`config.mk`:
```
export PLATFORM = sky130hd
export DESIGN_NAME = pipe_adder
export DESIGN_NICKNAME = d
export VERILOG_FILES = /design/src/rtl/pipe_adder.sv
export SDC_FILE = /design/constraint.sdc
export NUM_CORES = 1
export LEC_CHECK = 0
export BUFFER_PORTS_ARGS = -buffer_cell sky130_fd_sc_hd__clkbuf_2
export CORE_MARGIN = 3
export CORE_UTILIZATION = 57
export DETAILED_ROUTE_END_ITERATION = 7
export PLACE_DENSITY = 0.88
export SLEW_MARGIN = 20
export SYNTH_ARGS = -nofsm -noshare
export SYNTH_HDL_FRONTEND = slang
export SYNTH_SLANG_ARGS = --single-unit
```
`constraint.sdc`:
```
create_clock -name clk -period 2.4 [get_ports clk]
set_input_delay 0 -clock clk [delete_from_list [all_inputs] [get_ports clk]]
set_output_delay 0 -clock clk [all_outputs]
set_load 0.1 [all_outputs]
```
`src/rtl/pipe_adder.sv`:
```
// Pipelined ripple-chunk adder/subtractor: chunk k of the sum is formed in stage k.
// Optional build macro PIPE_ADDER_SAT_EN clamps the sum on signed overflow.
module pipe_adder #(
  parameter int WIDTH  = 16,
  parameter int STAGES = 4
) (
  input  logic             clk,
  input  logic             rst_n,
  input  logic             in_valid,
  output logic             in_ready,
  input  logic [WIDTH-1:0] a,
  input  logic [WIDTH-1:0] b,
  input  logic             c_in,
  input  logic             sub,
  output logic             out_valid,
  input  logic             out_ready,
  output logic [WIDTH-1:0] sum,
  output logic             c_out,
  output logic             ovf
);

  localparam int CHUNK = WIDTH / STAGES;
  localparam int LAST  = STAGES - 1;

  // Per-stage slot: operands travel with the partial sum so later stages can
  // finish the upper chunks.
  typedef struct packed {
    logic             vld;
    logic [WIDTH-1:0] opa;
    logic [WIDTH-1:0] opb;
    logic [WIDTH-1:0] acc;
    logic             cy;
  } stage_t;

`ifdef PIPE_ADDER_SAT_EN
  function automatic logic [WIDTH-1:0] sat_fn(input logic signed [WIDTH-1:0] s,
                                              input logic ov);
    logic [WIDTH-1:0] r;
    r = s;
    if (ov) r = s[WIDTH-1] ? {1'b0, {(WIDTH-1){1'b1}}} : {1'b1, {(WIDTH-1){1'b0}}};
    return r;
  endfunction
`endif

  logic           advance;
  stage_t         src   [STAGES];
  stage_t         stg_d [STAGES];
  stage_t         stg_p [STAGES];
  logic [CHUNK:0] part;
  logic           ovf_d;
  logic           ovf_p;

  assign advance  = out_ready || !out_valid;
  assign in_ready = rst_n && advance;

  always_comb begin
    src[0].vld = in_valid && in_ready;
    src[0].opa = a;
    src[0].opb = sub ? ~b : b;
    src[0].acc = '0;
    src[0].cy  = sub | c_in;
    for (int k = 1; k < STAGES; k++) src[k] = stg_p[k-1];

    part = '0;
    for (int k = 0; k < STAGES; k++) begin
      part = {1'b0, src[k].opa[k*CHUNK +: CHUNK]}
           + {1'b0, src[k].opb[k*CHUNK +: CHUNK]}
           + {{CHUNK{1'b0}}, src[k].cy};
      stg_d[k] = src[k];
      stg_d[k].acc[k*CHUNK +: CHUNK] = part[CHUNK-1:0];
      stg_d[k].cy = part[CHUNK];
    end

    // Carry into the MSB is recovered from the MSB sum bit.
    ovf_d = src[LAST].opa[WIDTH-1] ^ src[LAST].opb[WIDTH-1]
          ^ stg_d[LAST].acc[WIDTH-1] ^ stg_d[LAST].cy;
`ifdef PIPE_ADDER_SAT_EN
    stg_d[LAST].acc = sat_fn(stg_d[LAST].acc, ovf_d);
`endif
  end

  for (genvar k = 0; k < STAGES; k++) begin : g_stage
    // Stage k boundary
    always_ff @(posedge clk or negedge rst_n) begin
      if (!rst_n)       stg_p[k] <= '0;
      else if (advance) stg_p[k] <= stg_d[k];
    end
  end

  always_ff @(posedge clk or negedge rst_n) begin
    if (!rst_n)       ovf_p <= 1'b0;
    else if (advance) ovf_p <= ovf_d;
  end

  assign out_valid = stg_p[LAST].vld;
  assign sum       = stg_p[LAST].acc;
  assign c_out     = stg_p[LAST].cy;
  assign ovf       = ovf_p;

endmodule

```
Word level (Yosys, flattened, before mapping)
Index checks and enable logic that the tools add are counted.
{"block": "word_totals", "output_inout_bits": 20, "ramBits": 0, "mem_bits_ro": 0, "memories": 0, "ff_bits": 145, "latch_bits": 0, "wordCells": 37}
{"block": "classes", "mul": 0, "n_shift": 0, "order_cmp": 0, "n_addsub": 8, "bitwise_logic": 5, "div_mod_pow": 0, "n_reduce_logical": 4, "n_mux": 1, "eq_ne": 0}
{"op": "$add A4 B4 Y5", "count": 4}
{"op": "$add A5 B1 Y5", "count": 4}
{"op": "$mux W16", "count": 1}
{"op": "$not A16 Y16", "count": 1}
{"op": "$xor A1 B1 Y1", "count": 3}
{"op": "$logic_and A1 B1 Y1", "count": 2}
{"op": "$logic_not A1 Y1", "count": 1}
{"op": "$logic_or A1 B1 Y1", "count": 1}
{"op": "$or A1 B1 Y1", "count": 1}

Logic depth before layout (Yosys ltp)
Gate-level depths: netlist of the first run.
{"block": "logic_depth", "depth_word": 4, "ltp_mapped": 8}

Least setup slack after synthesis of the first run
OpenSTA, ideal clock, no wires.
{"block": "synth_timing", "path_kind": "register to output", "start": "register stg_p, in the netlist out_valid", "end": "output in_ready", "arrival_ns": 1.934, "required_time_ns": 2.400, "slack_ns": 0.466, "path_buffers": 2, "stages_incl_launch_ff": 5, "cell_sequence": "dfrtp_1 nand2b_1 buf_2 buf_6 and2_1"}
{"block": "synth_between", "elab_chain_len": 3}
{"item": "start: declaration", "line_no": "48", "text": "stage_t stg_p [STAGES];"}
{"item": "start signal: indexed assignment", "line_no": "86", "text": "else if (advance) stg_p[k] <= stg_d[k];"}
{"item": "$logic_not A1 Y1", "line_no": "53", "text": "assign advance = out_ready || !out_valid;"}
{"item": "$logic_or A1 B1 Y1", "line_no": "53"}
{"item": "$logic_and A1 B1 Y1", "line_no": "54", "text": "assign in_ready = rst_n && advance;"}
{"item": "end: declaration", "line_no": "10", "text": "output logic in_ready,"}
No other way between the ends.

Final worst setup path of the first run
{"block": "layout_timing", "start": "register stg_p, in the netlist src[0]", "end": "register ovf_p, in the netlist ovf"}
{"block": "layout_between", "elab_chain_len": 3}
{"item": "$add A5 B1 Y5 (*)", "line_no": "68", "text": "+ {{CHUNK{1'b0}}, src[k].cy};"}
{"item": "$xor A1 B1 Y1", "line_no": "76", "text": "^ stg_d[LAST].acc[WIDTH-1] ^ stg_d[LAST].cy;"}
{"item": "$xor A1 B1 Y1 (*)", "line_no": "76"}
{"item": "end signal: assignment", "line_no": "92", "text": "else if (advance) ovf_p <= ovf_d;"}
{"item": "end: declaration", "line_no": "51", "text": "logic ovf_p;"}
Mark *: on every way between the ends. The rest lies on a longest branch, timed or not.
A chain may end at the register's enable or synchronous reset.

==> results of run 1 <==
## layout by cell type, fill, tap and decap left out, types with 9 or more instances in the layout
master         instances
dfrtp_1               97
o21ai_0               21
xor2_1                 9
nand2_1              224
xnor2_1               16
a21oi_1               12
dlygate4sd3_1         25
clkbuf_2              56
ha_1                  12
clkbuf_8              10
## routing by layer
layer  vias up  routed length (um)
met5         -                   0
met2        79                4232
li1       1546                   -
met4         0                 163
met3        16                 390
met1      1474                3485
## path summary, 6_finish.rpt
| kind | start | to | slack (ns) |
|---|---|---|---|
| max | src[0]$_DFFE_PN0N_ | ovf$_DFFE_PN0N_ | 0.44 |
| min | b[9] | src[126]$_DFFE_PN0N_ | 0.02 |
| max reg2reg | src[0]$_DFFE_PN0N_ | ovf$_DFFE_PN0N_ | 0.44 |
| min reg2reg | sum[8]$_DFFE_PN0N_ | sum[8]$_DFFE_PN0N_ | 0.47 |
| max in group asynchronous | rst_n | src[58]$_DFFE_PN0N_ | 1.53 |
| min in group asynchronous | rst_n | src[46]$_DFFE_PN0N_ | 0.25 |
## kinds of logic (layout without fill, tap and decap cells)
logic type	Yosys count	count (layout)	share of synthesized area [%]
buffers and inverters	27	107	3.807
adder cells (fa/ha/maj)	20	20	7.262
flip-flops	97	97	56.81
AND/OR/NAND/NOR	239	239	21.38
XOR/XNOR	25	25	5.124
AO/OA/AOI/OAI	43	43	5.622
## worst max-delay path: stages, from the launching register on
cell	delay, ns
dfrtp_1	0.41
fa_1	0.46
fa_1	0.41
a21o_1	0.20
a21oi_2	0.16
xnor2_1	0.13
o21ai_1	0.07
## power breakdown
part           switching (mW)  internal, mW  leakage, nW  total, mW
clock network           0.548         0.406       0.0826      0.954
registers               0.430          2.35         1.17       2.78
logic                    2.34         0.920         1.36       3.26
total                    3.32          3.67         2.61       7.00
## cell usage after synthesis, types with 5 or more instances
master	number	share of area [%]
dfrtp_1	97	57
buf_2	15	1.8
ha_1	12	3.5
nand2_1	224	20
xor2_1	9	1.8
xnor2_1	16	3.3
fa_1	8	3.7
buf_4	5	0.88
a21oi_1	12	1.4
nor2_1	8	0.70
o21ai_0	21	2.5
a21o_1	7	1.2
## what timing repair did
item | in CTS | in global routing
endpoints found under the hold margin | 121 | 0
setup endpoints to repair | 0 | 0
setup buffers | 0 | 0
hold buffers | 25 | 0
## sequential cells by signal, summed over array words and instances, names as in the netlist
register and flops:
src 78, sum 16, ovf 1, out_valid 1
c_out 1
## area by class of cell
| class | instances | area, um2 | area share (%) |
|---|---|---|---|
| clock inverters | 4 | 28.78 | 0.5731 |
| flip-flops and latches | 97 | 2427 | 48.34 |
| repair buffers | 88 | 595.6 | 11.86 |
| inverters | 3 | 11.26 | 0.2243 |
| well taps | 96 | 120.1 | 2.392 |
| multi-input cells | 327 | 1693 | 33.72 |
| clock buffers | 12 | 145.1 | 2.891 |
## per-stage QoR
| stage | power [mW] | cell area, um2 |
|---|---|---|
| global placement | 5.864 | 4597 |
| CTS | 7.029 | 5021 |
| floorplan | 5.394 | 4273 |
| detailed placement | 6.032 | 4597 |
| global route | 7.505 | 5021 |
| finish | 6.995 | 5021 |
==> metrics.md, run 1 <==
| Metric | Value |
|---|---|
| WP data arrival | `2.20 ns` |
| Clock transition at the registers of the reported paths | `0.08 ns` |
| Slew margin rel. | `between 50% and 60%` |
| FF-to-FF path depth | `6` |
| Min Tclk post-route | `1.962 ns` |
| RSZ-0062 raised after global routing | `no` |
| GRT met3 Usage | `4.793%` |
| Dominant synthesized flop cell | `dfrtp_1` |
| Post-synthesis sequential area ratio | `a little under three fifths` |
| # setup viols final | `0` |
| # DRC | `0` |
| Static leakage | `around 2.6 nW` |
| Initial antenna violation count | `0` |
| WL final | `8273 um` |
| Cells after Synth | `451` |
| ANT cells | `0` |
| GR Layer Usage met1 | `27.59%` |
| H-tree lvl count | `3` |
| Peak supply drop | `0.8677 mV` |
| DR vias | `3,115` |
| Dpl cells | `586` |
| Setup ws final | `0.4377 ns` |
| HPWL Detailed | `5367 um` |
| WHS Path Cells | `3` |
| PD cells | `1393 nW/um2` |
| Post-route ant nets | `0` |
| Cell Rows | `30` |
| Setup crit end kind | `flop` |
| Fill cells | `513` |
| Area Overhead vs Synth | `17.51%` |
| Setup TNS | `0 ns` |
| Final Hold Fails | `0` |
| CTS Root Cell | `clkbuf_8` |
| Pre-antenna DRT Iters | `4` |
| Dpl ws | `0.4237 ns` |
| Die width | `92.58 um` |
| CTS tree | `yes` |
| Share of layout cells above drive strength 1 | `between 15 and 20%` |
| Slew Viols, Final | `0` |
| Crit path kind | `reg -> reg` |
| Final Util | `71.53%` |
| CP Data Required Time | `between 2 and 3 ns` |
| Post-synth EDFFs | `0` |
| Core Region | `approximately 7000 um2` |
| Global Route Usage Sum | `21.09%` |
| Io pins | `58` |
| Die ar. | `8571 um2` |
| CTS resizes | `0` |
| Worst slew pin tran | `roughly 0.74 ns` |
| Via/cell ratio | `~5.0` |
| Mapped Area | `4273 um2` |
| Post-synth cell types | `22` |
| Global route hottest layer | `met2` |
| Nature of the critical path startpoint | `flop` |
| Final global-route overflow total | `0` |
| Synth warnings | `0` |
| First-pass GRT wire length | `between 10,000 and 15,000 um` |
| Async set-reset flop share out of synthesis | `100.0%` |
| CTS Sinks | `97` |
| Average size of a mapped cell | `9.474 um2` |
| Final worst path period share | `about four fifths` |
| Initial Util | `60.87%` |
| Max FO, Critical Path | `2` |
| Status | `finished, final reports clean` |
| Vias in the first global route | `just over 3,000` |
| Peak Freq | `between 0.5 and 0.6 GHz` |
| CTS buffer count | `9` |
| Chip Height | `92.58 um` |
| Largest net degree at the start of global routing | `108` |
| Drt wl/cell | `13.19 um` |
| Fin cells | `627` |
| Later-pin clock latency in the skew report | `0.36 ns` |
| Hold Path Class | `in -> reg` |
| NumNets Final | `584` |
| Synthesized Nets | `roughly 510` |
| Max Buffers Root-to-Sink | `2` |
| IO Port Bufs | `57` |
| Clock Skews | `0.008327 ns` |
| #FFs+latches synth | `97` |
| Hold WS | `~0.018 ns` |
| Starting DRT DRC Count | `189` |
| Maxcap violations | `0` |
| M2 GR Usage | `34.68%` |
| Final RePlAce weighted congestion | `0.8129` |
(Power assumes the default switching activity.)
==> run 2: changes to the inputs <==
clock period = 1.9 ns   (was 2.4 ns; I/O delays follow)
==> run 2 against run 1 <==
Against the previous run: clock skew up 0.0028 ns; largest cell class unchanged; sequential cell count unchanged; global-route usage increased by 0.56 points; clock-buffer cell count is 3 lower; first-iteration DRC count rose by 32%; final area up 1.8%; via count grew 1.8%; critical path type unchanged; fmax grew 5.1%.
==> metrics.md, run 2 (synthesis gave the netlist of run 1 again) <==
| Metric | Value |
|---|---|
| Initial antenna violation count | `0` |
| Most frequent cells in the layout | `nand2_1 (224), dfrtp_1 (97), clkbuf_2 (55)` |
| Design Area, Final | `5112 um2` |
| DR vias | `around 3,200` |
| Crit path kind | `reg -> reg` |
| Pre-antenna DRT Iters | `4` |
| Maxcap violations | `0` |
| Slew Viols, Final | `0` |
| Final Hold Fails | `0` |
| Cell Rows | `30` |
| CTS buffer count | `9` |
| RSZ-0062 raised after global routing | `yes` |
| Later-pin clock latency in the skew report | `0.36 ns` |
| CTS tree | `yes` |
| Setup TNS | `0 ns` |
| CTS Root Cell | `clkbuf_8` |
| Die width | `92.58 um` |
| PD cells | `1786 nW/um2` |
| FF-to-FF path depth | `6` |
| Largest net degree at the start of global routing | `between 100 and 150` |
| Placed Area | `4646 um2` |
| ANT cells | `0` |
| CTS Sinks | `97` |
| Reg power frac | `38.4%` |
| Peak supply drop | `about 1.0 mV` |
| Post-route ant nets | `0` |
| First-pass GRT wire length | `roughly 15,000 um` |
| Share of layout cells above drive strength 1 | `16.51%` |
| Commonest non-fill, non-tap cell in the layout | `nand2_1` |
| R2R Path Start | `src[45]$_DFFE_PN0N_` |
| HP Start | `a[0]` |
| Max Buffers Root-to-Sink | `2` |
| Max FO, Critical Path | `2` |
| Min Tclk post-route | `about 1.9 ns` |
| Clock Skews | `0.01117 ns` |
| Hold endpoint | `src[101]$_DFFE_PN0N_` |
| Final global-route overflow total | `0` |
| Peak Freq | `0.5356 GHz` |
| Hold WS | `0.03359 ns` |
| CP Data Required Time | `2.13 ns` |
| HPWL Detailed | `around 5300 um` |
| WL final | `8424 um` |
| Static leakage | `about 2.7 nW` |
| Final worst path period share | `98.27%` |
| Clock Power Share | `roughly 15%` |
| Nature of the critical path startpoint | `flop` |
| Fill cells | `515` |
| Worst slew pin tran | `0.5467 ns` |
| IO Port Bufs | `57` |
| Core Region | `around 7000 um2` |
| WP data arrival | `2.10 ns` |
| Setup crit end kind | `flop` |
| WHS Path Cells | `4` |
| Die ar. | `8571 um2` |
| Area Overhead vs Synth | `19.65%` |
| Global Route Usage Sum | `21.65%` |
| Cell internal pwr | `4.835 mW` |
| H-tree lvl count | `3` |
| Slew margin rel. | `63.71%` |
| Logic pwr share | `46.8%` |
| Largest register FFs | `between 70 and 80` |
| Sequential standard cell area | `2427 um2` |
| Hold Path Class | `in -> reg` |
| Final RePlAce weighted congestion | `0.7856` |
| Fin cells | `629` |
| Initial Util | `60.87%` |
| Vias in the first global route | `3,294` |
| Post-CTS setup buffers | `0` |
| NumNets Final | `586` |
| Starting DRT DRC Count | `250` |
| Switching share of power | `47.04%` |
| # DRC | `0` |
| Status | `finished, final reports clean` |
| Area taken by multi-input logic gates | `1699 um2` |
| Net Switching | `4.294 mW` |
| FF-to-FF End | `ovf$_DFFE_PN0N_` |
| # setup viols final | `0` |
| Io pins | `58` |
| Drt wl/cell | `13.39 um` |
| Via/cell ratio | `between 5 and 6` |
| Dpl cells | `587` |
| Reg2Reg Setup Slack | `0.03 ns` |
| Chip Height | `92.58 um` |
| Clock transition at the registers of the reported paths | `~0.090 ns` |
==> run 2: worst max-delay path by stage <==
stage / startpoint / end / slack [ns] / cells past startpoint
after global placement: src[0]$_DFFE_PN0N_ / ovf$_DFFE_PN0N_ / -0.01 / 6
final: src[45]$_DFFE_PN0N_ / ovf$_DFFE_PN0N_ / 0.03 / 6
after floorplan: src[0]$_DFFE_PN0N_ / ovf$_DFFE_PN0N_ / 0.01 / 6
after global routing: src[45]$_DFFE_PN0N_ / ovf$_DFFE_PN0N_ / -0.02 / 6
after detailed placement: src[0]$_DFFE_PN0N_ / ovf$_DFFE_PN0N_ / -0.08 / 6
after CTS: src[45]$_DFFE_PN0N_ / ovf$_DFFE_PN0N_ / 0.03 / 6
==> run 2: final cells by class <==
cell class	count	share of cell area, %
inverter	3	0.2203
clock inverter	7	1.517
clock buffer	9	2.423
timing repair buffer	90	12.78
multi-input combinational	327	33.24
sequential	97	47.48
tap	96	2.349
==> run 2: critical path, cell delays in order, from the launching register on <==
cell and delay (ns):
dfrtp_1 0.42, fa_2 0.41, fa_2 0.35, a21o_1 0.20, a21oi_2 0.17, xnor2_1 0.13
o21ai_1 0.07
==> run 2: what timing repair did <==
action	in CTS	in global routing
pin swaps	2	0
hold buffers	26	0
gates resized for setup	2	0
setup endpoints to repair	1	1
endpoints found under the hold margin	122	0
gates cloned	0	0
==> run 2: stage by stage <==
step | setup slack, ns | utilization (%) | power [mW]
after floorplan | 0.01362 | - | 6.814
after global placement | -0.01166 | 66.19 | 7.489
after detailed placement | -0.07697 | 66.19 | 7.690
after CTS | 0.03128 | 72.83 | 9.145
after global routing | -0.02156 | 72.83 | 9.812
final | 0.03291 | 72.83 | 9.129
==> run 2: power groups by stage <==
stage,Clock [mW],Combinational [mW],Sequential (mW)
after floorplan,0,1.95,4.86
after global placement,0,4.01,3.48
after detailed placement,0,4.16,3.53
after CTS,1.38,4.27,3.50
after global routing,1.47,4.72,3.62
final,1.35,4.28,3.50
==> run 2: routing by layer <==
metal / vias up / track usage [%] / part of all wire (%)
li1: 1554 / - / -
met2: 82 / 36.62 / 51
met1: 1508 / 26.49 / 42
met5: - / 0 / 0
met3: 27 / 5.118 / 4.0
met4: 0 / 9.406 / 2.7
